===== config.mk =====
export PLATFORM = sky130hd
export DESIGN_NAME = slice_stream_collector
export DESIGN_NICKNAME = d
export VERILOG_FILES = /design/src/rtl/encoder_pkg.sv /design/src/rtl/sync_fifo_sa.sv /design/src/rtl/slice_stream_collector.sv
export SDC_FILE = /design/constraint.sdc
export NUM_CORES = 1
export LEC_CHECK = 0
export BUFFER_PORTS_ARGS = -buffer_cell sky130_fd_sc_hd__buf_4
export CORE_UTILIZATION = 43
export DETAILED_ROUTE_END_ITERATION = 16
export PLACE_DENSITY_LB_ADDON = 0.15
export SYNTH_ARGS = -nofsm -noshare
export SYNTH_HDL_FRONTEND = slang
export SYNTH_SLANG_ARGS = --single-unit

===== constraint.sdc =====
create_clock -name clk -period 3.8 [get_ports clk]
set_input_delay 0.19 -clock clk [delete_from_list [all_inputs] [get_ports clk]]
set_output_delay 0.19 -clock clk [all_outputs]
set_load 0.02 [all_outputs]

===== src/rtl/encoder_pkg.sv =====
// Shared types for the encoder column-parity collector.
// Frame geometry defaults, collector states and FIFO entry layout.
package encoder_pkg;

    localparam int LANES_DEFAULT  = 25;
    localparam int SLICES_DEFAULT = 64;

    typedef enum logic [1:0] {
        IDLE,
        CAPTURE,
        DRAIN,
        DONE
    } collector_state_t;

    typedef struct packed {
        logic                     last;
        logic                     parity;
        logic [LANES_DEFAULT-1:0] data;
    } fifo_entry_t;

endpackage


===== src/rtl/sync_fifo_sa.sv =====
// Show-ahead synchronous FIFO with flush.
// Head is visible without a pop; push on full succeeds if a pop frees the slot.
module sync_fifo_sa #(
    parameter int WIDTH = 27,
    parameter int DEPTH = 4
) (
    input  logic             clk,
    input  logic             rst,
    input  logic             flush,
    input  logic             push,
    input  logic             pop,
    input  logic [WIDTH-1:0] wdata,
    output logic [WIDTH-1:0] rdata,
    output logic             full,
    output logic             empty
);

    localparam int AW = $clog2(DEPTH);

    logic [WIDTH-1:0] mem [DEPTH];
    logic [AW:0]      wr_ptr;
    logic [AW:0]      rd_ptr;
    logic             do_push;
    logic             do_pop;

    // Extra pointer bit distinguishes full from empty
    assign empty = (wr_ptr == rd_ptr);
    assign full  = (wr_ptr[AW] != rd_ptr[AW]) &&
                   (wr_ptr[AW-1:0] == rd_ptr[AW-1:0]);

    assign do_pop  = pop && !empty;
    assign do_push = push && (!full || do_pop);
    assign rdata   = empty ? '0 : mem[rd_ptr[AW-1:0]];

    always_ff @(posedge clk or negedge rst) begin
        if (!rst) begin
            wr_ptr <= '0;
            rd_ptr <= '0;
        end else if (flush) begin
            wr_ptr <= '0;
            rd_ptr <= '0;
        end else begin
            if (do_push) wr_ptr <= wr_ptr + 1'b1;
            if (do_pop)  rd_ptr <= rd_ptr + 1'b1;
        end
    end

    always_ff @(posedge clk) begin
        if (do_push && !flush) mem[wr_ptr[AW-1:0]] <= wdata;
    end

endmodule


===== src/rtl/slice_stream_collector.sv =====
// Deserialises the column-parity bit stream into tagged slice words
// and presents them through a show-ahead FIFO on valid/ready.
module slice_stream_collector
    import encoder_pkg::*;
#(
    parameter int LANES      = LANES_DEFAULT,
    parameter int SLICES     = SLICES_DEFAULT,
    parameter int FIFO_DEPTH = 4,
    parameter bit MSB_FIRST  = 1'b0
) (
    input  logic                      clk,
    input  logic                      rst,
    input  logic                      start,
    input  logic                      en,
    input  logic                      pin,
    output logic                      out_valid,
    input  logic                      out_ready,
    output logic [LANES-1:0]          out_data,
    output logic                      out_parity,
    output logic                      out_last,
    output logic [$clog2(LANES)-1:0]  lane_cnt,
    output logic [$clog2(SLICES):0]   slice_cnt,
    output logic                      busy,
    output logic                      done,
    output logic                      overflow
);

    localparam int LW = $clog2(LANES);
    localparam int SW = $clog2(SLICES) + 1;

    typedef struct packed {
        logic             last;
        logic             parity;
        logic [LANES-1:0] data;
    } entry_t;

    collector_state_t state;
    logic [LANES-1:0] shreg;
    logic [LANES-1:0] word_next;
    logic             capture;
    logic             word_end;
    logic             is_last;
    logic             pop;
    logic             fifo_full;
    logic             fifo_empty;
    entry_t           wr_entry;
    entry_t           rd_entry;

    assign word_next = MSB_FIRST ? {shreg[LANES-2:0], pin}
                                 : {pin, shreg[LANES-1:1]};

    assign capture  = (state == CAPTURE) && en && !start;
    assign word_end = capture && (lane_cnt == LW'(LANES - 1));
    assign is_last  = (slice_cnt == SW'(SLICES - 1));
    assign pop      = out_valid && out_ready;

    assign wr_entry.last   = is_last;
    assign wr_entry.parity = ^word_next;
    assign wr_entry.data   = word_next;

    sync_fifo_sa #(
        .WIDTH (LANES + 2),
        .DEPTH (FIFO_DEPTH)
    ) u_fifo (
        .clk   (clk),
        .rst   (rst),
        .flush (start),
        .push  (word_end),
        .pop   (pop),
        .wdata (wr_entry),
        .rdata (rd_entry),
        .full  (fifo_full),
        .empty (fifo_empty)
    );

    assign out_valid  = !fifo_empty;
    assign out_data   = rd_entry.data;
    assign out_parity = rd_entry.parity;
    assign out_last   = rd_entry.last;
    assign busy       = (state == CAPTURE) || (state == DRAIN);

    always_ff @(posedge clk or negedge rst) begin
        if (!rst) begin
            state     <= IDLE;
            shreg     <= '0;
            lane_cnt  <= '0;
            slice_cnt <= '0;
            done      <= 1'b0;
            overflow  <= 1'b0;
        end else if (start) begin
            state     <= CAPTURE;
            shreg     <= '0;
            lane_cnt  <= '0;
            slice_cnt <= '0;
            done      <= 1'b0;
            overflow  <= 1'b0;
        end else begin
            unique case (state)
                CAPTURE: begin
                    if (capture) begin
                        shreg <= word_next;
                        if (word_end) begin
                            lane_cnt  <= '0;
                            slice_cnt <= slice_cnt + 1'b1;
                            // Dropped words still count so framing holds
                            if (fifo_full && !pop) overflow <= 1'b1;
                            if (is_last) state <= DRAIN;
                        end else begin
                            lane_cnt <= lane_cnt + 1'b1;
                        end
                    end
                end
                DRAIN: begin
                    if (fifo_empty) begin
                        state <= DONE;
                        done  <= 1'b1;
                    end
                end
                default: ;
            endcase
        end
    end

endmodule


==> results by group, run 1 <==
Placed design
  – # port buffers: 48
  – RD Place Congestion: 0.799
  – DP Area: 0.00702 mm2
  – HPWL Detailed: 7030 um

Clocking
  – Worst-skew pair later-pin latency: 0.42 ns
  – H-Tree Depth: 4
  – Clock slew at reported path FFs: 0.06 ns
  – CTS Buf Count: 17
  – CTS tree: done
  – CTS root buf: clkbuf_16
  – Setup Fix Bufs, Post-CTS: 0
  – Resize count post-CTS: 0
  – Hold Buf Count CTS: 2
  – CTS Sinks: 154
  – Max Buffers Root-to-Sink: 2

Logic synthesis
  – Syn_area_per_cell: 16.8 um2
  – Seq/Total Area, Yosys: 68.5%
  – Cell variety after synth: 38
  – Synthesized flop and latch total: 154
  – Synth Warn #: 0
  – Mapped Cells: 381
  – Post-Syn Area: 0.00642 mm2
  – Syn Nets: 397

Power and ir drop
  – P_sw: 0.755 mW
  – Combinational power share: 3.9%
  – Flop pwr share: 49.7%
  – Power Total: 3.64 mW
  – Worst vdd ir: 0.300 mV
  – Clk pwr share: 46.4%
  – Pwr Density: 476 mW/mm2
  – Pleak: 2.94 nW
  – Power Internal: 2.88 mW
  – Switching Share: 20.8%

Layout
  – Cell area after layout: 0.00764 mm2
  – Commonest non-fill, non-tap cell in the layout: edfxtp_1
  – Most frequent cells in the layout: edfxtp_1, buf_4, dfrtp_1, nor2b_1, mux4_2
  – Ant diodes: 0
  – Share of layout cells above drive strength 1: 27.2%
  – Area Growth Syn to Fin: 19.0%
  – Nets: 459
  – Fin util: 52.6%

Timing
  – Tcrit/Tclk final: 77.3%
  – Max Fclk: 340 MHz
  – Final Max Tran Viols: 0
  – Hold Fails Final Rpt: 0
  – Final setup vio count: 0
  – Min Tclk post-route: 2.94 ns
  – RSZ-0062 raised after global routing: false
  – Min Hold Slack: 0.141 ns
  – Slew HR: 17.0%
  – Worst slew pin tran: 1.24 ns
  – Skew final: 0.00948 ns
  – Total Neg Setup Slack: 0 ns

Critical path
  – Max incr delay on CP: 1.01 ns
  – Max FO, Critical Path: 16
  – Required @ worst endpoint: 3.61 ns
  – Arrival @ worst endpoint: 2.75 ns
  – Crit. End Element: primary output
  – Slowest CP cell: nor3_2
  – Cells along the critical path: xor2_1 -> nor3_2 -> buf_4 -> nor2b_1 -> buf_4
  – Critical Path Start Type: flip-flop
  – Crit path max-delay family: simple AND/OR/NAND/NOR gates
  – Setup Crit Path Kind: flip-flop to primary output
  – Crit path buf inv count: 2
  – Most used cell, CP: buf_4

GRT
  – Global-route usage over all layers: 17.8%
  – Total grt overflow: 0
  – First-pass GRT wire length: 19400 um
  – Vias in the first global route: 3605
  – Largest net degree at the start of global routing: 47
  – Initial antenna violation count: 0

Detailed routing
  – DRT iter0 DRCs: 195
  – Post-Route WL: 12200 um
  – Drt drc: 0
  – Wire per inst: 19.1 um
  – Via density: 5.35
  – Vias: 3423
  – First drt pass iteration count: 4
  – Antenna viol nets, final: 0

Worst hold path
  – Type of the worst min-delay path: primary input to flip-flop

Floorplan
  – Die W: 124 um
  – Die Span Y: 124 um
  – Initial Utilization: 44.2%
  – Top-Level Pins: 49
  – CORE AREA: 0.0145 mm2
  – Row Count: 44
  – Die area: 0.0154 mm2

Job
  – Max Cap Violations: 0

Outcome
  – Status: finished, final reports clean
[cell families after synthesis]
kind of cell | Yosys count | share of synthesized area [%]
xor+xnor | 38 | 5.62
mux | 28 | 9.63
fa+ha+maj | 10 | 1.95
flops | 154 | 68.5
simple gates | 79 | 7.31
compound gates | 45 | 5.28
buf+inv | 27 | 1.74
[synth_stat cells]
cell type / n / share of area [%]
a21o_1: 1 / 0.12
a21oi_1: 9 / 0.70
a22o_1: 24 / 3.3
a41o_1: 1 / 0.16
and2_1: 1 / 0.098
and3_1: 3 / 0.29
and4_1: 1 / 0.14
and4b_2: 1 / 0.18
buf_1: 2 / 0.12
buf_2: 2 / 0.16
buf_4: 2 / 0.23
clkbuf_1: 10 / 0.58
dfrtp_1: 46 / 18
edfxtp_1: 108 / 51
ha_1: 10 / 1.9
inv_1: 11 / 0.64
mux2i_1: 1 / 0.16
mux4_2: 27 / 9.5
nand2_1: 5 / 0.29
nand2_2: 1 / 0.098
nand3_1: 3 / 0.23
nand4_1: 4 / 0.39
nand4b_4: 1 / 0.37
nor2_1: 14 / 0.82
nor2b_1: 28 / 2.7
nor3_1: 10 / 0.78
nor4_1: 3 / 0.29
nor4_2: 1 / 0.19
o211ai_1: 1 / 0.12
o21ai_0: 4 / 0.31
o21bai_1: 1 / 0.12
o311ai_0: 1 / 0.14
o31ai_1: 3 / 0.35
or3_4: 1 / 0.18
or4_1: 2 / 0.23
xnor2_1: 26 / 3.5
xnor3_1: 2 / 0.70
xor2_1: 10 / 1.4
[area by class of cell]
| class | instances | area [um2] |
|---|---|---|
| Sequential cell | 154 | 4400 |
| Tap cell | 184 | 230 |
| Timing Repair Buffer | 59 | 448 |
| Clock buffer | 21 | 482 |
| Fill cell | 1197 | 6890 |
| Inverter | 11 | 41.3 |
| Multi-Input combinational cell | 200 | 1920 |
| Clock inverter | 11 | 119 |
[stage by stage]
step                cells  worst slack (ns)
floorplan             381             0.190
global placement      606              1.28
detailed placement    606              1.22
CTS                   640             0.774
global route          640             0.647
finish                640             0.861
[flip-flops by register name, indices dropped and copies added, names as in the netlist]
signal	flops
u_fifo.mem	108
shreg	24
u_fifo.rd_ptr	3
state	2
slice_cnt	7
done	1
lane_cnt	5
overflow	1
u_fifo.wr_ptr	3
[per-layer routing]
layer  track usage, %  wire length, um  vias up
li1                 -                -     1588
met1             23.3             5630     1744
met2             27.8             5930       73
met3             4.49              469       18
met4             8.18              187        0
met5                0                0        -
[power by group through the flow]
stage	combinational (mW)	sequential, mW	clock, mW
floorplan	0.0807	1.85	0
global placement	0.138	1.84	0
detailed placement	0.140	1.84	0
CTS	0.143	1.81	1.72
global route	0.157	1.81	1.79
finish	0.141	1.81	1.69
[worst paths after layout]
check	cells past startpoint	endpoint	start	slack, ns
max in group asynchronous	2	u_fifo.rd_ptr[0]	rst	3.02
min	2	slice_cnt[0]	start	0.14
min reg2reg	2	overflow	overflow	0.51
min in group asynchronous	2	slice_cnt[4]	rst	0.33
max	5	out_data[23]	u_fifo.wr_ptr[0]	0.86
max reg2reg	6	u_fifo.mem[2][1]	state[1]	1.24
No activity file was read; power rests on OpenSTA's default activity.
==> inputs of run 2 (changes only) <==
Settings changed: ABC_AREA from default to 1.
Clock period 3.8 ns to 2.4 ns, I/O delays scaled along.
==> results by group, run 2 <==
Critical path
  – Critical Path Start Type: flip-flop
  – Arrival @ worst endpoint: 2.57 ns (-0.18 ns)
  – Setup Crit Path Kind: flip-flop to flip-flop
  – Max FO, Critical Path: 30 (+14)
  – Crit. End Element: flip-flop
  – Required @ worst endpoint: 2.75 ns (-0.86 ns)

Logic synthesis
  – Post-synth ARST share: 29.9% (unchanged)
  – Cell variety after synth: 34 (-11%)
  – Seq/Total Area, Yosys: 64.2% (-4.3 points)
  – Ys flop type: edfxtp_1
  – Syn_area_per_cell: 10.5 um2 (-38%)
  – Area share of the largest cell type after synthesis: 47.4% (-3.2 points)
  – Synth Warn #: 0 (unchanged)
  – Synth area leader: edfxtp_1
  – Syn Nets: 671 (+69%)
  – Count leader, synth: nand2_1
  – Post-Syn Area: 0.00685 mm2 (+6.7%)
  – Mapped Cells: 655 (+72%)
  – Synthesized flop and latch total: 154 (unchanged)
  – Synth top area cells: edfxtp_1, dfrtp_1, nand2_1, nor2_1, inv_1
  – Post-synth top cells: nand2_1, edfxtp_1, nor2_1
  – EDFF count, synth: 108 (unchanged)

Layout
  – Share of layout cells above drive strength 1: 15.1% (-12 points)
  – Non-Filler Instances: 933 (+46%)
  – Ant diodes: 0 (unchanged)
  – Cell area after layout: 0.00812 mm2 (+6.2%)
  – Max FFs per register: 108 (unchanged)
  – Fillers: 1349 (+13%)
  – Most frequent cells in the layout: nand2_1, edfxtp_1, nor2_1, inv_1, buf_4
  – Fin util: 52.8% (+0.24 points)
  – Commonest non-fill, non-tap cell in the layout: nand2_1
  – Nets: 725 (+58%)
  – Area Growth Syn to Fin: 18.5%

Timing
  – Max Fclk: 452 MHz
  – Total Neg Setup Slack: 0 ns (unchanged)
  – Worst slew pin tran: 0.634 ns (-0.604 ns)
  – Final Max Tran Viols: 0 (unchanged)
  – Hold Fails Final Rpt: 0 (unchanged)
  – Tcrit/Tclk final: 92.2%
  – RSZ-0062 raised after global routing: false
  – Slew HR: 57.7% (+41 points)
  – Skew final: 0.00936 ns (-0.000120 ns)
  – Final setup vio count: 0 (unchanged)
  – Min Tclk post-route: 2.21 ns

GRT
  – Largest net degree at the start of global routing: 57 (+21%)
  – Total grt overflow: 0 (unchanged)
  – Vias in the first global route: 4634 (+29%)
  – Global-route usage over all layers: 18.5% (+0.79 points)
  – Initial antenna violation count: 0 (unchanged)
  – First-pass GRT wire length: 23000 um (+19%)

Placed design
  – DP Cell Count: 897 (+48%)
  – HPWL Detailed: 8530 um (+21%)
  – DP Area: 0.00749 mm2 (+6.7%)
  – RD Place Congestion: 0.758 (-5.2%)
  – # port buffers: 48 (unchanged)

Detailed routing
  – Antenna viol nets, final: 0 (unchanged)
  – Drt drc: 0 (unchanged)
  – Wire per inst: 14.7 um (-23%)
  – Vias: 4735 (+38%)
  – Post-Route WL: 13700 um (+12%)
  – First drt pass iteration count: 4 (unchanged)
  – DRT iter0 DRCs: 293 (+50%)
  – Via density: 5.08 (-5.1%)

Floorplan
  – Top-Level Pins: 49 (unchanged)
  – Die area: 0.0164 mm2 (+6.6%)
  – Initial Utilization: 44.6% (+0.40 points)
  – Row Count: 45 (+2.3%)
  – Die W: 128 um (+3.2%)
  – CORE AREA: 0.0154 mm2 (+5.8%)
  – Die Span Y: 128 um (+3.2%)

Clocking
  – Hold Buf Count CTS: 4 (+2)
  – Setup Fix Bufs, Post-CTS: 0 (unchanged)
  – Resize count post-CTS: 0 (unchanged)
  – Worst-skew pair later-pin latency: 0.42 ns (about the same)
  – Max Buffers Root-to-Sink: 2 (unchanged)
  – Clock slew at reported path FFs: 0.06 ns (about the same)
  – CTS tree: done
  – CTS Buf Count: 17 (unchanged)
  – CTS root buf: clkbuf_16
  – CTS Sinks: 154 (unchanged)
  – H-Tree Depth: 4 (unchanged)

Worst hold path
  – Type of the worst min-delay path: primary input to flip-flop

Outcome
  – Status: finished, final reports clean

Power and ir drop
  – Pwr Density: 807 mW/mm2 (+69%)
  – Power Total: 6.55 mW (+80%)
  – Worst vdd ir: 0.528 mV (+76%)
  – Pleak: 3.47 nW (+18%)

Job
  – Max Cap Violations: 0 (unchanged)
## run 2: cell types whose count changed in the layout (fill, tap and decap cells not counted), moves of 24 or more
cell / before / now
a22o_1: 24 / 0
inv_1: 11 / 85
mux4_2: 27 / 0
nand2_1: 5 / 125
nor2_1: 13 / 94
nor2b_1: 28 / 0
o21ai_0: 4 / 35
o22ai_1: 0 / 25
o32ai_1: 0 / 27
## run 2: report_power, final
group | internal (mW) | total (mW) | switching (mW)
Combinational | 0.373 | 1.02 | 0.649
Sequential | 2.87 | 2.90 | 0.0371
Clock | 1.61 | 2.62 | 1.01
## run 2: routing by layer
layer	wire (um)	part of all wire, %	GRT usage (%)
met1	6310	46	24.0
met2	6600	48	30.3
met5	0	0	0
met3	593	4.3	4.76
met4	167	1.2	6.23
## run 2: stage by stage
stage / hold WS [ns] / worst slack [ns]
finish: 0.0470 / 0.187
global route: 0.106 / 0.0114
CTS: 0.0391 / 0.193
detailed placement: 0.187 / 0.512
global placement: 0.180 / 0.581
floorplan: -0.176 / -0.280
## run 2: area by class of cell
class / instances / area [um2] / area share (%)
sequential: 154 / 4390 / 54.1
multi-input combinational: 384 / 1970 / 24.2
timing repair buffer: 63 / 571 / 7.03
clock buffer: 20 / 468 / 5.77
inverter: 89 / 334 / 4.12
tap: 211 / 264 / 3.25
clock inverter: 12 / 119 / 1.46
## run 2: path summary, 6_finish.rpt
path                                   from               end  slack [ns]  cells past startpoint
min                               out_ready          overflow        0.05                      4
max reg2reg                u_fifo.wr_ptr[0]  u_fifo.rd_ptr[1]        0.19                      9
min in group asynchronous               rst       lane_cnt[2]        0.26                      2
min reg2reg                        overflow          overflow        0.51                      2
max                        u_fifo.wr_ptr[0]  u_fifo.rd_ptr[1]        0.19                      9
max in group asynchronous               rst  u_fifo.rd_ptr[0]        1.72                      2
## run 2: cell families (layout without fill, tap and decap cells)
family | count (synthesis) | in the layout | synth area share [%]
XOR/XNOR | 14 | 14 | 1.79
flip-flops | 154 | 154 | 64.2
buffers and inverters | 117 | 184 | 7.25
adder cells (fa/ha/maj) | 10 | 10 | 1.83
AND/OR/NAND/NOR | 257 | 257 | 15.3
AO/OA/AOI/OAI | 103 | 103 | 9.68
## run 2: worst max-delay path, cell delays in order, from the launching register on
cell           delay, ns
dfrtp_1             0.42
inv_1               0.15
nand2_1             0.09
a21oi_2             0.20
nand2_2             0.07
buf_4               0.26
nand2_1             0.18
nand2_1             0.07
a21oi_1             0.15
dlygate4sd3_1       0.56
